==> src/rtl/mdio_arbiter_if.sv <==
// Requester and station-management-engine signals shared by mdio_arbiter and its users.
// The slave modport is the arbiter's view; master is the view of requesters plus engine.
interface mdio_arbiter_if;
  logic [3:0]  req;
  logic [3:0]  req_mode;
  logic [19:0] req_phy_address;
  logic [19:0] req_reg_address;
  logic [63:0] req_data_in;
  logic [3:0]  ack;
  logic [15:0] rsp_data;
  logic        busy;
  logic        begin_transaction;
  logic        mode;
  logic [4:0]  phy_address;
  logic [4:0]  reg_address;
  logic [15:0] data_in;
  logic [15:0] data_out;
  logic        link_up;

  modport slave (
    input  req, req_mode, req_phy_address, req_reg_address, req_data_in, data_out,
    output ack, rsp_data, busy, begin_transaction, mode, phy_address, reg_address,
           data_in, link_up
  );

  modport master (
    output req, req_mode, req_phy_address, req_reg_address, req_data_in, data_out,
    input  ack, rsp_data, busy, begin_transaction, mode, phy_address, reg_address,
           data_in, link_up
  );
endinterface

==> src/rtl/mdio_arbiter.sv <==
// Round-robin arbiter sharing one MDIO station management engine among four requesters.
// Optional periodic PHY link poll is built when MDIO_LINK_POLL_EN is defined.
//
// state | meaning
// IDLE  | arbitrate; grant a requester (or a pending link poll when req==0)
// START | one-cycle begin_transaction pulse to the engine
// WAIT  | count down TXN_CYCLES-1 .. 0 while the engine runs
// DONE  | ack pulse / rsp_data or link_up update; last_grant advances
module mdio_arbiter #(
  parameter int         TXN_CYCLES    = 66,
  parameter int         POLL_INTERVAL = 65536,
  parameter logic [4:0] POLL_PHY      = 5'd0
) (
  input logic           clock,
  input logic           reset,
  mdio_arbiter_if.slave bus
);

  typedef enum logic [1:0] {S_IDLE, S_START, S_WAIT, S_DONE} state_t;

  localparam int CNT_W = $clog2(TXN_CYCLES + 1);

  state_t           state;
  logic [CNT_W-1:0] wait_cnt;
  logic [1:0]       grant;
  logic [1:0]       last_grant;
  logic             arb_found;
  logic [1:0]       arb_idx;

`ifdef MDIO_LINK_POLL_EN
  localparam int POLL_W = $clog2(POLL_INTERVAL + 1);

  logic [POLL_W-1:0] poll_cnt;
  logic              poll_sel;
  logic              poll_pending;

  assign poll_pending = (poll_cnt == '0);
`else
  assign bus.link_up = 1'b0;
`endif

  // Search from last_grant+1 upward; the 2-bit wrap makes last_grant itself the lowest rank.
  always_comb begin
    arb_found = 1'b0;
    arb_idx   = last_grant;
    for (int k = 1; k <= 4; k++) begin
      if (!arb_found && bus.req[last_grant + 2'(k)]) begin
        arb_found = 1'b1;
        arb_idx   = last_grant + 2'(k);
      end
    end
  end

  always_ff @(posedge clock or negedge reset) begin
    if (!reset) begin
      state                 <= S_IDLE;
      wait_cnt              <= '0;
      grant                 <= 2'd0;
      last_grant            <= 2'd3;
      bus.ack               <= 4'b0000;
      bus.rsp_data          <= 16'h0000;
      bus.busy              <= 1'b0;
      bus.begin_transaction <= 1'b0;
      bus.mode              <= 1'b0;
      bus.phy_address       <= 5'd0;
      bus.reg_address       <= 5'd0;
      bus.data_in           <= 16'h0000;
`ifdef MDIO_LINK_POLL_EN
      poll_sel              <= 1'b0;
`endif
    end else begin
      bus.ack               <= 4'b0000;
      bus.begin_transaction <= 1'b0;
      case (state)
        S_IDLE: begin
          if (arb_found) begin
            state                 <= S_START;
            grant                 <= arb_idx;
            bus.mode              <= bus.req_mode[arb_idx];
            bus.phy_address       <= bus.req_phy_address[5*arb_idx +: 5];
            bus.reg_address       <= bus.req_reg_address[5*arb_idx +: 5];
            bus.data_in           <= bus.req_data_in[16*arb_idx +: 16];
            bus.begin_transaction <= 1'b1;
            bus.busy              <= 1'b1;
`ifdef MDIO_LINK_POLL_EN
            poll_sel              <= 1'b0;
`endif
          end
`ifdef MDIO_LINK_POLL_EN
          else if (poll_pending) begin
            state                 <= S_START;
            bus.mode              <= 1'b0;
            bus.phy_address       <= POLL_PHY;
            bus.reg_address       <= 5'd1;
            bus.data_in           <= 16'h0000;
            bus.begin_transaction <= 1'b1;
            bus.busy              <= 1'b1;
            poll_sel              <= 1'b1;
          end
`endif
        end
        S_START: begin
          state    <= S_WAIT;
          wait_cnt <= CNT_W'(TXN_CYCLES - 1);
        end
        S_WAIT: begin
          if (wait_cnt == '0) begin
            state <= S_DONE;
`ifdef MDIO_LINK_POLL_EN
            if (!poll_sel) begin
              bus.ack <= 4'b0001 << grant;
              if (!bus.mode) bus.rsp_data <= bus.data_out;
            end
`else
            bus.ack <= 4'b0001 << grant;
            if (!bus.mode) bus.rsp_data <= bus.data_out;
`endif
          end else begin
            wait_cnt <= wait_cnt - 1'b1;
          end
        end
        S_DONE: begin
          state    <= S_IDLE;
          bus.busy <= 1'b0;
`ifdef MDIO_LINK_POLL_EN
          if (!poll_sel) last_grant <= grant;
`else
          last_grant <= grant;
`endif
        end
        default: state <= S_IDLE;
      endcase
    end
  end

`ifdef MDIO_LINK_POLL_EN
  // Timer saturates at zero so a poll stays pending until IDLE sees req==0.
  always_ff @(posedge clock or negedge reset) begin
    if (!reset) begin
      poll_cnt    <= POLL_W'(POLL_INTERVAL - 1);
      bus.link_up <= 1'b0;
    end else begin
      if (state == S_DONE && poll_sel)
        poll_cnt <= POLL_W'(POLL_INTERVAL - 1);
      else if (poll_cnt != '0)
        poll_cnt <= poll_cnt - 1'b1;
      if (state == S_WAIT && wait_cnt == '0 && poll_sel)
        bus.link_up <= bus.data_out[2];
    end
  end
`endif

endmodule

==> src/flat_wrapper.sv <==
// flat-port wrapper written by rule: the top's interface ports become plain ports
module mdio_arbiter_flat 
#(
  parameter int         TXN_CYCLES    = 66,
  parameter int         POLL_INTERVAL = 65536,
  parameter logic [4:0] POLL_PHY      = 5'd0
)
  (clock, reset, bus_req, bus_req_mode, bus_req_phy_address, bus_req_reg_address, bus_req_data_in, bus_data_out, bus_ack, bus_rsp_data, bus_busy, bus_begin_transaction, bus_mode, bus_phy_address, bus_reg_address, bus_data_in, bus_link_up);
  mdio_arbiter_if bus_i ();
  input logic clock;
  input logic reset;
  input wire logic [$bits(bus_i.req)-1:0] bus_req;
  input wire logic [$bits(bus_i.req_mode)-1:0] bus_req_mode;
  input wire logic [$bits(bus_i.req_phy_address)-1:0] bus_req_phy_address;
  input wire logic [$bits(bus_i.req_reg_address)-1:0] bus_req_reg_address;
  input wire logic [$bits(bus_i.req_data_in)-1:0] bus_req_data_in;
  input wire logic [$bits(bus_i.data_out)-1:0] bus_data_out;
  output wire logic [$bits(bus_i.ack)-1:0] bus_ack;
  output wire logic [$bits(bus_i.rsp_data)-1:0] bus_rsp_data;
  output wire logic [$bits(bus_i.busy)-1:0] bus_busy;
  output wire logic [$bits(bus_i.begin_transaction)-1:0] bus_begin_transaction;
  output wire logic [$bits(bus_i.mode)-1:0] bus_mode;
  output wire logic [$bits(bus_i.phy_address)-1:0] bus_phy_address;
  output wire logic [$bits(bus_i.reg_address)-1:0] bus_reg_address;
  output wire logic [$bits(bus_i.data_in)-1:0] bus_data_in;
  output wire logic [$bits(bus_i.link_up)-1:0] bus_link_up;
  assign bus_i.req = bus_req;
  assign bus_i.req_mode = bus_req_mode;
  assign bus_i.req_phy_address = bus_req_phy_address;
  assign bus_i.req_reg_address = bus_req_reg_address;
  assign bus_i.req_data_in = bus_req_data_in;
  assign bus_i.data_out = bus_data_out;
  assign bus_ack = bus_i.ack;
  assign bus_rsp_data = bus_i.rsp_data;
  assign bus_busy = bus_i.busy;
  assign bus_begin_transaction = bus_i.begin_transaction;
  assign bus_mode = bus_i.mode;
  assign bus_phy_address = bus_i.phy_address;
  assign bus_reg_address = bus_i.reg_address;
  assign bus_data_in = bus_i.data_in;
  assign bus_link_up = bus_i.link_up;
  mdio_arbiter #(.TXN_CYCLES(TXN_CYCLES), .POLL_INTERVAL(POLL_INTERVAL), .POLL_PHY(POLL_PHY)) u_core (.clock(clock), .reset(reset), .bus(bus_i));
endmodule
==> config.mk <==
export PLATFORM = sky130hd
export DESIGN_NAME = mdio_arbiter_flat
export DESIGN_NICKNAME = d
export VERILOG_FILES = /design/src/rtl/mdio_arbiter_if.sv /design/src/rtl/mdio_arbiter.sv /design/src/flat_wrapper.sv
export SDC_FILE = /design/constraint.sdc
export NUM_CORES = 1
export LEC_CHECK = 0
export ABC_AREA = 1
export BUFFER_PORTS_ARGS = -buffer_cell sky130_fd_sc_hd__buf_4
export CAP_MARGIN = 20
export CORE_MARGIN = 3
export CORE_UTILIZATION = 32
export DETAILED_ROUTE_END_ITERATION = 12
export GPL_TIMING_DRIVEN = 0
export PLACE_DENSITY_LB_ADDON = 0.08
export SYNTH_ARGS = -nofsm -noshare
export SYNTH_HDL_FRONTEND = slang
export SYNTH_SLANG_ARGS = --single-unit
==> constraint.sdc <==
create_clock -name clock -period 4.4 [get_ports clock]
set_input_delay 0.88 -clock clock [delete_from_list [all_inputs] [get_ports clock]]
set_output_delay 0.88 -clock clock [all_outputs]
set_load 0.01 [all_outputs]
* Yosys cells after proc, flatten, opt, wreduce, memory -nomap -nowiden *
Cells that the tools add are included.

operators by class
  bitwise gates (word level) = 1
  shifts and indexed selects = 4
  $mul = 1
  muxes and demuxes = 29
  reduce and logical (&&, ||, !) cells = 15
  equal/unequal tests = 6
  add/sub/neg operators = 4
  $lt $le $gt $ge = 5

operator list
  operator             count
  $shiftx 64x7->16     1
  $shiftx 20x6->5      2
  $lt 2x3->1 const B   5
  $pmux 7 s2           1
  $mux 1               12
  $mux 2               6
  $bmux 1 s2           5
  $mux 4               2
  $pmux 2 s4           1
  $reduce_and 2->1     4
  $logic_not 7->1      1
  $mux 7               1
  $sub 7x1->7 const B  1
  $mul 3x2->5 const A  1
  $add 2x2->2 const B  2
  $eq 2x2->1 const B   2
  $ne 2x1->1 const B   2
  $reduce_bool 2->1    2
  $shl 1x2->4 const A  1
  $logic_and 1x1->1    3
  $logic_not 1->1      3
  $reduce_and 3->1     1
  $add 2x1->2 const B  1
  $eq 2x1->1 const B   1
  4 further kinds      4

storage, ports and cells
  flip-flop bits (word level) = 62
  output and inout port bits = 50

* Longest topological paths before layout *
Gate-level depths: netlist of the first run.

  depth after elaboration = 15
  depth in mapped cells = 15
  mapped depth without buffers = 15

* Worst setup path after synthesis of the first run *
No wires, ideal clock.

  path kind = input to register
  from = in bus_req[3]
  to = reg u_core.bus.data_in[12] (netlist bit)
  stages = 13
  data required time = 4.283 ns
  library setup time = 0.117 ns
  arrival time = 1.937 ns
  setup slack = 2.346 ns
  path through = nand2_1 nand2_1 nand2_1 nand2_1 nor2_4 nand3_1 nand2_2 buf_2 nand2_1 nand2_1 nand2_1 nand3_1 nand2_1

between the ends
  word-level cells in the longest chain between the ends = 13
  elaborated cells on any way between the ends = 24
  classes of those cells = shift (1); mux (16); reduce/logical (7)

ends and longest elaborated chain
  element                                               RTL line               RTL
  start, declared                                       flat_wrapper.sv:12     input wire logic [$bits(bus_i.req)-1:0] bus_req;
  $bmux 1 s2                                            mdio_arbiter.sv:47     if (!arb_found && bus.req[last_grant + 2'(k)]) begin
  $mux 1 (not written as such)                          mdio_arbiter.sv:47
  $mux 1                                                mdio_arbiter.sv:47
  $logic_not 1->1                                       mdio_arbiter.sv:47
  $logic_and 1x1->1                                     mdio_arbiter.sv:47
  $mux 1                                                mdio_arbiter.sv:47
  $logic_not 1->1                                       mdio_arbiter.sv:47
  $logic_and 1x1->1                                     mdio_arbiter.sv:47
  $mux 1                                                mdio_arbiter.sv:47
  $logic_not 1->1                                       mdio_arbiter.sv:47
  $logic_and 1x1->1                                     mdio_arbiter.sv:47
  $mux 2 or $mux 1 (tied branches)                      mdio_arbiter.sv:47
  $shiftx 64x7->16 or $reduce_and 2->1 (tied branches)  -
  end signal, assigned                                  mdio_arbiter.sv:82     bus.data_in <= bus.req_data_in[16*arb_idx +: 16];
  end, declared                                         mdio_arbiter_if.sv:23  data_in, link_up

Parallel ways exist; a longest one is shown, timed or not. The select of a mux whose other input is x is not followed.
A chain may end at the register's enable or synchronous reset.

* Worst setup path after layout of the first run *
  from = in bus_req[3]
  to = reg u_core.bus.reg_address[3]

between the ends
  word-level cells in the longest chain between the ends = 14
  elaborated cells on any way between the ends = 25
  classes of those cells = mul (1); shift (1); mux (16); reduce/logical (7)

ends and longest elaborated chain
  element                       RTL line               RTL
  $bmux 1 s2                    mdio_arbiter.sv:47
  $mux 1 (not written as such)  mdio_arbiter.sv:47
  $mux 1                        mdio_arbiter.sv:47
  $logic_not 1->1               mdio_arbiter.sv:47
  $logic_and 1x1->1             mdio_arbiter.sv:47
  $mux 1                        mdio_arbiter.sv:47
  $logic_not 1->1               mdio_arbiter.sv:47
  $logic_and 1x1->1             mdio_arbiter.sv:47
  $mux 1                        mdio_arbiter.sv:47
  $logic_not 1->1               mdio_arbiter.sv:47
  $logic_and 1x1->1             mdio_arbiter.sv:47
  $mux 2                        mdio_arbiter.sv:47
  $mul 3x2->5                   mdio_arbiter.sv:81     bus.reg_address <= bus.req_reg_address[5*arb_idx +: 5];
  $shiftx 20x6->5               mdio_arbiter.sv:81
  end signal, assigned          mdio_arbiter.sv:81
  end, declared                 mdio_arbiter_if.sv:22  output ack, rsp_data, busy, begin_transaction, mode, phy_address, reg_address,

Parallel ways exist; a longest one is shown, timed or not. The select of a mux whose other input is x is not followed.

==> summary.md, run 1 <==
| Metric | Value |
|---|---|
| Share of layout cells above drive strength 1 | 34.0% |
| Worst-path maximum fanout | 10 |
| Cell area after layout | 5830 um^2 |
| Commonest non-fill, non-tap cell in the layout | nand2_1 |
| Drt drc | 0 |
| CTS root buffer | clkbuf_16 |
| Inst Count DP | 911 |
| Clock transition at path regs | 50 ps |
| Vias per cell | 4.49 |
| Die ar. | 13800 um^2 |
| Final Skew | 3.78 ps |
| First-pass GRT wire length | 20100 um |
| Row count | 40 |
| First-pass DRT Iterations | 4 |
| Fin crit share | 48.7% |
| Post-CTS Setup Inserts | 0 |
| Total negative slack | 0 ps |
| CTS tree | yes |
| Max IR drop VDD | 0.000374 V |
| YS warnings | 0 |
| FF-to-FF Start | u_core.last_grant[0] |
| Pin count of the biggest net entering global routing | 63 |
| PnR Total Power | 4780 uW |
| R2r endpoint | u_core.bus.reg_address[3] |
| Arrival @ worst endpoint | 2350 ps |
| Mapped Area | 3970 um^2 |
| Die H | 117 um |
| NumNets Final | 891 |
| Status | finished, final reports clean |
| CTS buffer count | 9 |
| Fmax achieved | 466 MHz |
| CP cell instances | buf_4, nand2_1, nand2_1, nand2_1, nand2_1, nor2_4, nand3_1, nand2_2, buf_2, nand2_1, nand2_1, nand2_1, nand3_1, nand2_1 |
| Via count | 4158 |
| HPWL Detailed | 9650 um |
| Gr usage total | 17.8% |
| Initial antenna violation count | 0 |
| Hold WC Path Type | register to register |
| Io pins | 180 |
| Later-pin clock latency in the skew report | 320 ps |
| # hold bufs at CTS | 0 |
| Vias in the first global route | 4132 |
| CP Data Required Time | 4610 ps |
| Pleak | 0.00332 uW |
| Crit end category | register |
| Worst reg-to-reg path cell count | 15 |
| Fillers | 1215 |
| Area delta synth->final | 47.1% |
| Multi-input gate area | 1930 um^2 |
| DRT iter0 DRCs | 265 |
| Remaining antenna violation count | 0 |
| Slew Viols, Final | 0 |
| Worst hold stages | 1 |
| CP most frequent cell | nand2_1 |
| Critical-path top delay cell | buf_2 |
| RSZ-0062 raised after global routing | false |
| H-tree levels | 3 |
| Wire length per cell | 13.2 um |
| Hold Path Origin | u_core.wait_cnt[5] |
| Worst slew margin | 46.7% |
| MaxCap Viol Count | 0 |
| Gate Count Post-Synth | 565 |
| Diode count | 0 |
| Post-layout util | 48.4% |
| Area post-placement | 5510 um^2 |
| Cell variety after synth | 29 |
| Clk buf depth | 2 |
| Register area | 1550 um^2 |
| Pwr dens | 819 nW/um^2 |
| CP startpoint kind | primary input |
| Hold path endpoint | u_core.wait_cnt[5] |
| Final setup violation count | 0 |
| CP Class | primary input to register |
| Grt ovf | 0 |
| Initial Util | 32.9% |
| CTS sink count | 62 |
| FF-to-FF setup slack | 2270 ps |
| Detailed Route WL | 12200 um |
| Finished Layout Cells | 926 |
| Slowest Stage Delay on Critical Path | 250 ps |
| Gp weighted congestion | 0.852 |
| Worst Tran Pin Value | 800 ps |
| Cts repair resizes | 0 |
| Syn nets | 702 |
| Mean Syn Cell Area | 7.02 um^2 |
| Min Tclk post-route | 2140 ps |
| Most frequent cells in the layout | nand2_1, buf_4, nand3_1, inv_1, dfrtp_1 |
| Std-Cell Core Area | 12100 um^2 |
| Fin. Hold Viols | 0 |
| Die Span X | 117 um |
| Port Buffer Count | 178 |
| Seq/Total Area, Yosys | 39.2% |
| FF+latch count, synth | 62 |
[where the power goes]
group	total [uW]	switching, uW	internal, uW	leakage [uW]
Sequential	1020	161	857	0.000750
Combinational	2990	1780	1220	0.00241
Clock	765	244	521	0.000161
[worst max-delay path: cells and delay by family]
kind	cells	cell delay, ps
buffers and inverters	2	360
and+or+nand+nor	12	1090
[per-layer routing]
layer	vias up	global-route usage [%]	part of all wire, %
met4	0	6.16	1.9
met1	1853	21.9	43
met5	-	0	0
met3	15	4.29	7.0
li1	2138	-	-
met2	152	30.7	48
[layout make-up]
type,count,area share (%)
multi-input combinational,406,33.1
tap,168,3.60
inverter,70,4.55
clock buffer,11,4.33
sequential,62,26.6
clock inverter,4,1.20
timing repair buffer,178,22.9
buffer,27,3.69
[state kept, by name, indices dropped and copies added (netlist names)]
register	count
u_core.last_grant	2
u_core.bus.reg_address	5
u_core.bus.mode	1
u_core.state	2
u_core.bus.begin_transaction	1
u_core.wait_cnt	7
u_core.bus.rsp_data	16
u_core.bus.busy	1
u_core.bus.phy_address	5
u_core.bus.data_in	16
u_core.grant	2
u_core.bus.ack	4
[per-stage QoR]
stage / hold slack, ps / setup WS [ps]
2_1_floorplan: 432 / 2350
3_3_place_gp: 447 / 1950
3_5_place_dp: 450 / 1910
4_1_cts: 457 / 2250
5_1_grt: 489 / 2080
6_report: 461 / 2260
[worst max-delay path by stage]
stage | depth (start not counted) | startpoint | to
after floorplan | 13 | bus_req[3] | u_core.bus.data_in[12]
after global placement | 11 | bus_req[3] | u_core.bus.data_in[11]
after detailed placement | 14 | bus_req[3] | u_core.bus.reg_address[0]
after CTS | 14 | bus_req[3] | u_core.bus.reg_address[0]
after global routing | 15 | u_core.last_grant[0] | u_core.bus.reg_address[3]
final | 14 | bus_req[3] | u_core.bus.reg_address[3]
[cell usage after synthesis (all sizes together)]
| master | count | area (um^2) |
|---|---|---|
| a21boi | 2 | 15.0 |
| a21oi | 3 | 15.0 |
| a22oi | 1 | 7.51 |
| buf | 26 | 211 |
| clkbuf | 1 | 3.75 |
| conb | 1 | 3.75 |
| dfrtp | 60 | 1500 |
| dfstp | 2 | 52.6 |
| ha | 7 | 87.6 |
| inv | 70 | 265 |
| mux2 | 16 | 180 |
| nand2 | 250 | 973 |
| nand2b | 1 | 6.26 |
| nand3 | 96 | 495 |
| nand4 | 1 | 6.26 |
| nor2 | 8 | 37.5 |
| nor3 | 5 | 25.0 |
| o21ai | 13 | 65.1 |
| o22ai | 1 | 6.26 |
| or2 | 1 | 6.26 |
[cells by family (layout without fill, tap and decap cells)]
kind of cell | Yosys count | count (layout) | synth area share, %
compound gates | 20 | 20 | 2.75
fa+ha+maj | 7 | 7 | 2.21
buf+inv | 97 | 290 | 12.1
flops | 62 | 62 | 39.2
mux | 16 | 16 | 4.54
other cells | 1 | 1 | 0.0946
simple gates | 362 | 362 | 39.1
(Power assumes the default switching activity.)
==> inputs of run 2 (changes only) <==
==> constraint.sdc (replaced) <==
create_clock -name clock -period 1.8 [get_ports clock]
set_input_delay 0.36 -clock clock [delete_from_list [all_inputs] [get_ports clock]]
set_output_delay 0.36 -clock clock [all_outputs]
set_load 0.01 [all_outputs]
==> run 2 against run 1 <==
Against the previous run: the flow now finishes with violations (setup timing); sequential cell count did not move; die area did not move; sequential power rose by 150%; non-clock buffer count rose by 28; total power rose to 2.9 times the previous value; critical path depth did not move; critical path type is now register to register; largest cell class unchanged.
==> summary.md, run 2 (synthesis results as in run 1) <==
| Metric | Value |
|---|---|
| CTS buffer count | 9 (unchanged) |
| Switching pwr | 6100 uW (+180%) |
| Area delta synth->final | 63.5% |
| Biggest regs | u_core.bus.data_in x16, u_core.bus.rsp_data x16, u_core.wait_cnt x7 |
| Drt drc | 0 (unchanged) |
| Worst Tran Pin Value | 811 ps (+10.8 ps) |
| Status | finished with violations |
| Gr usage total | 18.4% (+0.52 points) |
| Commonest non-fill, non-tap cell in the layout | nand2_1 |
| Wire length per cell | 13.9 um (+5.5%) |
| Vias in the first global route | 4209 (+1.9%) |
| Die H | 117 um (unchanged) |
| Gp weighted congestion | 0.852 (about the same) |
| NumNets Final | 919 (+3.1%) |
| Clock Power Share | 14.2% (-1.8 points) |
| Std-Cell Core Area | 12100 um^2 (unchanged) |
| Comb power frac | 67.7% (+5.0 points) |
| Pin count of the biggest net entering global routing | 63 (unchanged) |
| Slew Viols, Final | 0 (unchanged) |
| DR top layer | met4 |
| Worst slew margin | 46.0% (-0.72 points) |
| Diode count | 0 (unchanged) |
| Cell Int Power | 7810 uW (+200%) |
| Cell area after layout | 6480 um^2 (+11%) |
| Fin crit share | 112% |
| Met3 wire length | 880 um (+2.6%) |
| MaxCap Viol Count | 0 (unchanged) |
| CP Class | register to register |
| WL met2 | 6520 um (+11%) |
| Failing checks | setup timing |
| Row count | 40 (unchanged) |
| CP startpoint kind | register |
| Fin. Hold Viols | 0 (unchanged) |
| M1 WL | 5760 um (+8.5%) |
| Area post-placement | 5510 um^2 (unchanged) |
| Remaining antenna violation count | 0 (unchanged) |
| First-pass DRT Iterations | 4 (unchanged) |
| Initial antenna violation count | 0 (unchanged) |
| Worst-path maximum fanout | 8 (-2) |
| Die Span X | 117 um (unchanged) |
| DRT iter0 DRCs | 216 (-18%) |
| Worst setup margin | -208 ps (-2460 ps) |
| Die ar. | 13800 um^2 (unchanged) |
| Final setup violation count | 30 (+30) |
| Detailed Route WL | 13300 um (+8.8%) |
| Total negative slack | -5200 ps (-5200 ps) |
| CTS root buffer | clkbuf_16 |
| H-tree levels | 3 (unchanged) |
| # hold bufs at CTS | 0 (unchanged) |
| Arrival @ worst endpoint | 2220 ps (-130 ps) |
| Sw Ratio | 43.9% (-1.8 points) |
| Seq pwr share | 18.1% (-3.2 points) |
| Clk buf depth | 2 (unchanged) |
| CTS sink count | 62 (unchanged) |
| Initial Util | 32.9% (unchanged) |
| First-pass GRT wire length | 20500 um (+2.3%) |
| HPWL Detailed | 9670 um (+0.24%) |
| Min Tclk post-route | 2010 ps |
| Max IR drop VDD | 0.00104 V (+180%) |
| Crit end category | register |
| Later-pin clock latency in the skew report | 330 ps (about the same) |
| Pleak | 0.00360 uW (+8.4%) |
| Share of layout cells above drive strength 1 | 41.4% (+7.4 points) |
| Post-layout util | 53.7% (+5.4 points) |
| RSZ-0062 raised after global routing | true |
| Pwr dens | 2150 nW/um^2 (+160%) |
| Final Skew | 7.21 ps (+3.43 ps) |
| Grt ovf | 0 (unchanged) |
| Clock transition at path regs | 50 ps (about the same) |
| Most frequent cells in the layout | nand2_1, buf_4, nand3_1, inv_1, dfrtp_1 |
| Io pins | 180 (unchanged) |
| PnR Total Power | 13900 uW (+190%) |
| Via count | 4326 (+4.0%) |
| Hold WC Path Type | primary input to asynchronous set/reset pin |
| Vias per cell | 4.53 (+0.88%) |
| CP Data Required Time | 2020 ps (-2590 ps) |
| Port Buffer Count | 178 (unchanged) |
| CTS tree | yes |
| Fmax achieved | 498 MHz |
==> run 2: cell types whose count changed in the layout (fill, tap and decap cells not counted), sizes merged <==
cell,before,now
clkinv,2,1
bufinv,2,3
buf,204,227
clkbuf,12,16
clkinvlp,0,2
==> run 2: stage by stage <==
stage / instances / setup WS (ps) / hold slack [ps]
finish: 955 / -208 / 128
detailed placement: 911 / -301 / 450
global route: 955 / -342 / 194
floorplan: 565 / -1.25 / 64.4
global placement: 911 / -283 / 447
CTS: 941 / -156 / 156
==> run 2: what timing repair did <==
item / in CTS / in global routing
setup buffers: 13 / 11
endpoints found under the hold margin: 0 / 0
cloned: 1 / 3
setup endpoints to repair: 43 / 49
pin swaps: 6 / 13
gates resized for setup: 49 / 52
==> run 2: worst max-delay path, cell delays in order (launching register included) <==
cell and delay [ps]:
dfstp_2 580, buf_8 150, nand2_2 80, nand2_4 90
nand2_4 60, nand2_4 100, inv_6 60, nand3_2 70
nand3_2 90, nand2_4 110, buf_12 150, buf_8 120
nand3_1 80, nand3_1 100, nand2_1 50
==> run 2: path summary, 6_finish.rpt <==
| path | slack (ps) | start | to | depth (start not counted) |
|---|---|---|---|---|
| max in group asynchronous | 1140 | reset | u_core.bus.data_in[2] | 1 |
| min | 130 | reset | u_core.wait_cnt[3] | 1 |
| min in group clock | 260 | bus_data_out[12] | u_core.bus.rsp_data[12] | 2 |
| max reg2reg | -210 | u_core.last_grant[0] | u_core.bus.data_in[5] | 14 |
| min reg2reg | 450 | u_core.wait_cnt[5] | u_core.wait_cnt[5] | 1 |
| max | -210 | u_core.last_grant[0] | u_core.bus.data_in[5] | 14 |
==> run 2: cell type report <==
type / instances / area [um^2]
flip-flops and latches: 62 / 1550
clock inverters: 6 / 110
repair buffers: 206 / 1610
multi-input cells: 406 / 2170
fillers: 1181 / 5580
plain buffers: 27 / 322
clock buffers: 10 / 229
well taps: 168 / 210
inverters: 70 / 278
==> run 2: routing by layer <==
layer,vias to the layer above,GRT usage (%)
met5,-,0
met4,0,6.38
met3,14,4.44
met2,143,30.9
met1,1979,23.1
li1,2190,-
==> run 2: power by group through the flow <==
| stage | logic, uW | registers, uW | clock network, uW |
|---|---|---|---|
| 3_3_place_gp | 7310 | 2490 | 0 |
| 2_1_floorplan | 4730 | 2680 | 0 |
| 5_1_grt | 10400 | 2600 | 2090 |
| 6_report | 9420 | 2520 | 1970 |
| 3_5_place_dp | 7420 | 2520 | 0 |
| 4_1_cts | 8410 | 2500 | 2030 |
==> inputs of run 3 (changes only) <==
--- a/config.mk
+++ b/config.mk
@@ -12,7 +12,7 @@
 export CORE_UTILIZATION = 32
 export DETAILED_ROUTE_END_ITERATION = 12
 export GPL_TIMING_DRIVEN = 0
-export PLACE_DENSITY_LB_ADDON = 0.08
+export PLACE_DENSITY = 0.65
 export SYNTH_ARGS = -nofsm -noshare
 export SYNTH_HDL_FRONTEND = slang
 export SYNTH_SLANG_ARGS = --single-unit
==> run 3 against run 2 <==
Against the previous run: global-route usage increased by 0.20 points; total power increased by 5.3%; critical path type unchanged; the run still ends with setup timing left; sequential power about the same; worst hold slack got worse by 6.1 ps; count of clock-buffer cells in the layout unchanged.
==> summary.md, run 3 (synthesis results as in run 1) <==
| Metric | Value |
|---|---|
| Fin. Hold Viols | 0 (unchanged) |
| CTS root buffer | clkbuf_16 |
| Failing checks | setup timing |
| Comb power frac | 70.6% (+2.9 points) |
| Clock transition at path regs | 60 ps (about the same) |
| Worst slew margin | 46.9% (+0.91 points) |
| Worst-path maximum fanout | 10 (+2) |
| HPWL Detailed | 9570 um (-1.0%) |
| Critical-path top delay cell | dfstp_2 |
| Gp weighted congestion | 0.868 (+1.9%) |
| Clk buf depth | 2 (unchanged) |
| Cell Int Power | 8070 uW (+3.4%) |
| Seq pwr share | 17.3% (-0.8 points) |
| CTS sink count | 62 (unchanged) |
| H-tree levels | 3 (unchanged) |
| Fin Hold WS | 122 ps (-6.05 ps) |
| CTS buffer count | 9 (unchanged) |
| CP Data Required Time | 2010 ps (about the same) |
| Max IR drop VDD | 0.000908 V (-12%) |
| Pre-CTS WS | -362 ps (-60.2 ps) |
| Arrival @ worst endpoint | 2280 ps (+60 ps) |
| CTS tree | yes |
| Final setup violation count | 33 (+10%) |
| Initial Util | 32.9% (unchanged) |
| Total negative slack | -7200 ps (-2000 ps) |
| PnR Total Power | 14600 uW (+5.3%) |
| Worst setup margin | -264 ps (-56.0 ps) |
| Worst Tran Pin Value | 797 ps (-13.6 ps) |
| Slew Viols, Final | 0 (unchanged) |
| Drt drc | 0 (unchanged) |
| Worst path depth | 13 (-1) |
| First-pass DRT Iterations | 4 (unchanged) |
| Sw Ratio | 44.9% (+0.99 points) |
| MaxCap Viol Count | 0 (unchanged) |
| Port Buffer Count | 178 (unchanged) |
| Via count | 4387 (+1.4%) |
| Vias per cell | 4.57 (+0.88%) |
| Met3 wire length | 841 um (-4.4%) |
| Wire length per cell | 14.3 um (+2.7%) |
| First-pass GRT wire length | 21100 um (+3.0%) |
| Fin crit share | 115% (+3.1 points) |
| Initial antenna violation count | 0 (unchanged) |
| Vias in the first global route | 4293 (+2.0%) |
| Die ar. | 13800 um^2 (unchanged) |
| Hold WC Path Type | primary input to asynchronous set/reset pin |
| Gr usage total | 18.6% (+0.20 points) |
| WL met2 | 6900 um (+5.9%) |
| Fillers | 1142 (-3.3%) |
| Commonest non-fill, non-tap cell in the layout | nand2_1 |
| Worst reg-to-reg path cell count | 13 (-1) |
| Grt ovf | 0 (unchanged) |
| Biggest regs | u_core.bus.data_in x16, u_core.bus.rsp_data x16, u_core.wait_cnt x7 |
| CP cell instances | inv_4, nand2_2, nand2_4, nand2_4, nand2_8, nor2_4, nand4_1, nand2_2, inv_2, buf_8, buf_8, nand3_1, nand2_1 |
| Pwr dens | 2200 nW/um^2 (+2.6%) |
| Io pins | 180 (unchanged) |
| NumNets Final | 924 (+0.54%) |
| Clock Power Share | 12.1% (-2.1 points) |
| Later-pin clock latency in the skew report | 330 ps (about the same) |
| Remaining antenna violation count | 0 (unchanged) |
| Worst Path Buf+Inv | 4 (unchanged) |
| Most frequent cells in the layout | nand2_1, buf_4, nand3_1, inv_1, dfrtp_1 |
| Min Tclk post-route | 2060 ps (+56.0 ps) |
| RSZ-0062 raised after global routing | true |
| Row count | 40 (unchanged) |
| DRT iter0 DRCs | 236 (+9.3%) |
| Pleak | 0.00368 uW (+2.2%) |
| Std-Cell Core Area | 12100 um^2 (unchanged) |
| M1 WL | 5810 um (+0.92%) |
| Switching pwr | 6570 uW (+7.7%) |
| Pin count of the biggest net entering global routing | 63 (unchanged) |
| Critical path's top delay family | simple AND/OR/NAND/NOR gates |
| # hold bufs at CTS | 0 (unchanged) |
| Fmax achieved | 485 MHz (-2.7%) |
| Crit end category | register |
| CP startpoint | u_core.last_grant[0] |
| DR top layer | met4 |
| Slowest Stage Delay on Critical Path | 580 ps (about the same) |
| CP Class | register to register |
| Die H | 117 um (unchanged) |
| FF-to-FF Start | u_core.last_grant[0] |
| Share of layout cells above drive strength 1 | 42.6% (+1.1 points) |
| Area delta synth->final | 67.8% |
| Die Span X | 117 um (unchanged) |
| R2r endpoint | u_core.bus.reg_address[4] |
| Diode count | 0 (unchanged) |
| Detailed Route WL | 13700 um (+3.2%) |
| Final Skew | 10.5 ps (+3.25 ps) |
| CP startpoint kind | register |
| FF-to-FF setup slack | -260 ps (-60 ps) |
| Status | finished with violations |
| Crit path to | u_core.bus.reg_address[4] |
## run 3: worst min-delay path by stage
| stage | depth (start not counted) | endpoint | slack, ps | start |
|---|---|---|---|---|
| 2_1_floorplan | 0 | u_core.bus.ack[0] | 60 | reset |
| 3_3_place_gp | 1 | u_core.wait_cnt[5] | 440 | u_core.wait_cnt[5] |
| 3_5_place_dp | 1 | u_core.wait_cnt[5] | 460 | u_core.wait_cnt[5] |
| 4_1_cts | 1 | u_core.bus.rsp_data[0] | 150 | reset |
| 5_1_grt | 1 | u_core.bus.rsp_data[0] | 180 | reset |
| 6_report | 1 | u_core.bus.ack[2] | 120 | reset |
## run 3: per-layer routing
layer  global-route usage, %  up-vias
met5                       0        -
met1                    23.2     2006
li1                        -     2201
met3                    4.24       21
met4                    4.11        0
met2                    32.7      159
## run 3: final cells by class
cell class / count / area [um^2] / share of cell area (%)
timing repair buffer: 210 / 1700 / 25.5
clock inverter: 6 / 70.1 / 1.05
buffer: 27 / 350 / 5.27
inverter: 70 / 280 / 4.21
clock buffer: 10 / 239 / 3.59
sequential: 62 / 1550 / 23.4
multi-input combinational: 407 / 2250 / 33.8
tap: 168 / 210 / 3.16
## run 3: repair_timing
action | 4_1_cts | 5_1_grt
pin swaps | 18 | 36
gates resized for setup | 65 | 61
endpoints found under the setup margin | 44 | 48
cloned | 3 | 3
buffers inserted | 17 | 11
## run 3: stage by stage
step	util, %	cells	cell area, um^2
3_3_place_gp	45.7	911	5510
3_5_place_dp	45.7	911	5510
5_1_grt	55.1	960	6650
6_report	55.1	960	6650
4_1_cts	51.8	947	6250
2_1_floorplan	-	565	3970
## run 3: power by group through the flow
stage                     logic (uW)  clock network, uW  registers, uW
after detailed placement        7450                  0           2530
after global placement          7280                  0           2490
after floorplan                 4730                  0           2680
after CTS                       9120               1790           2520
after global routing           11300               1860           2630
final                          10300               1770           2530
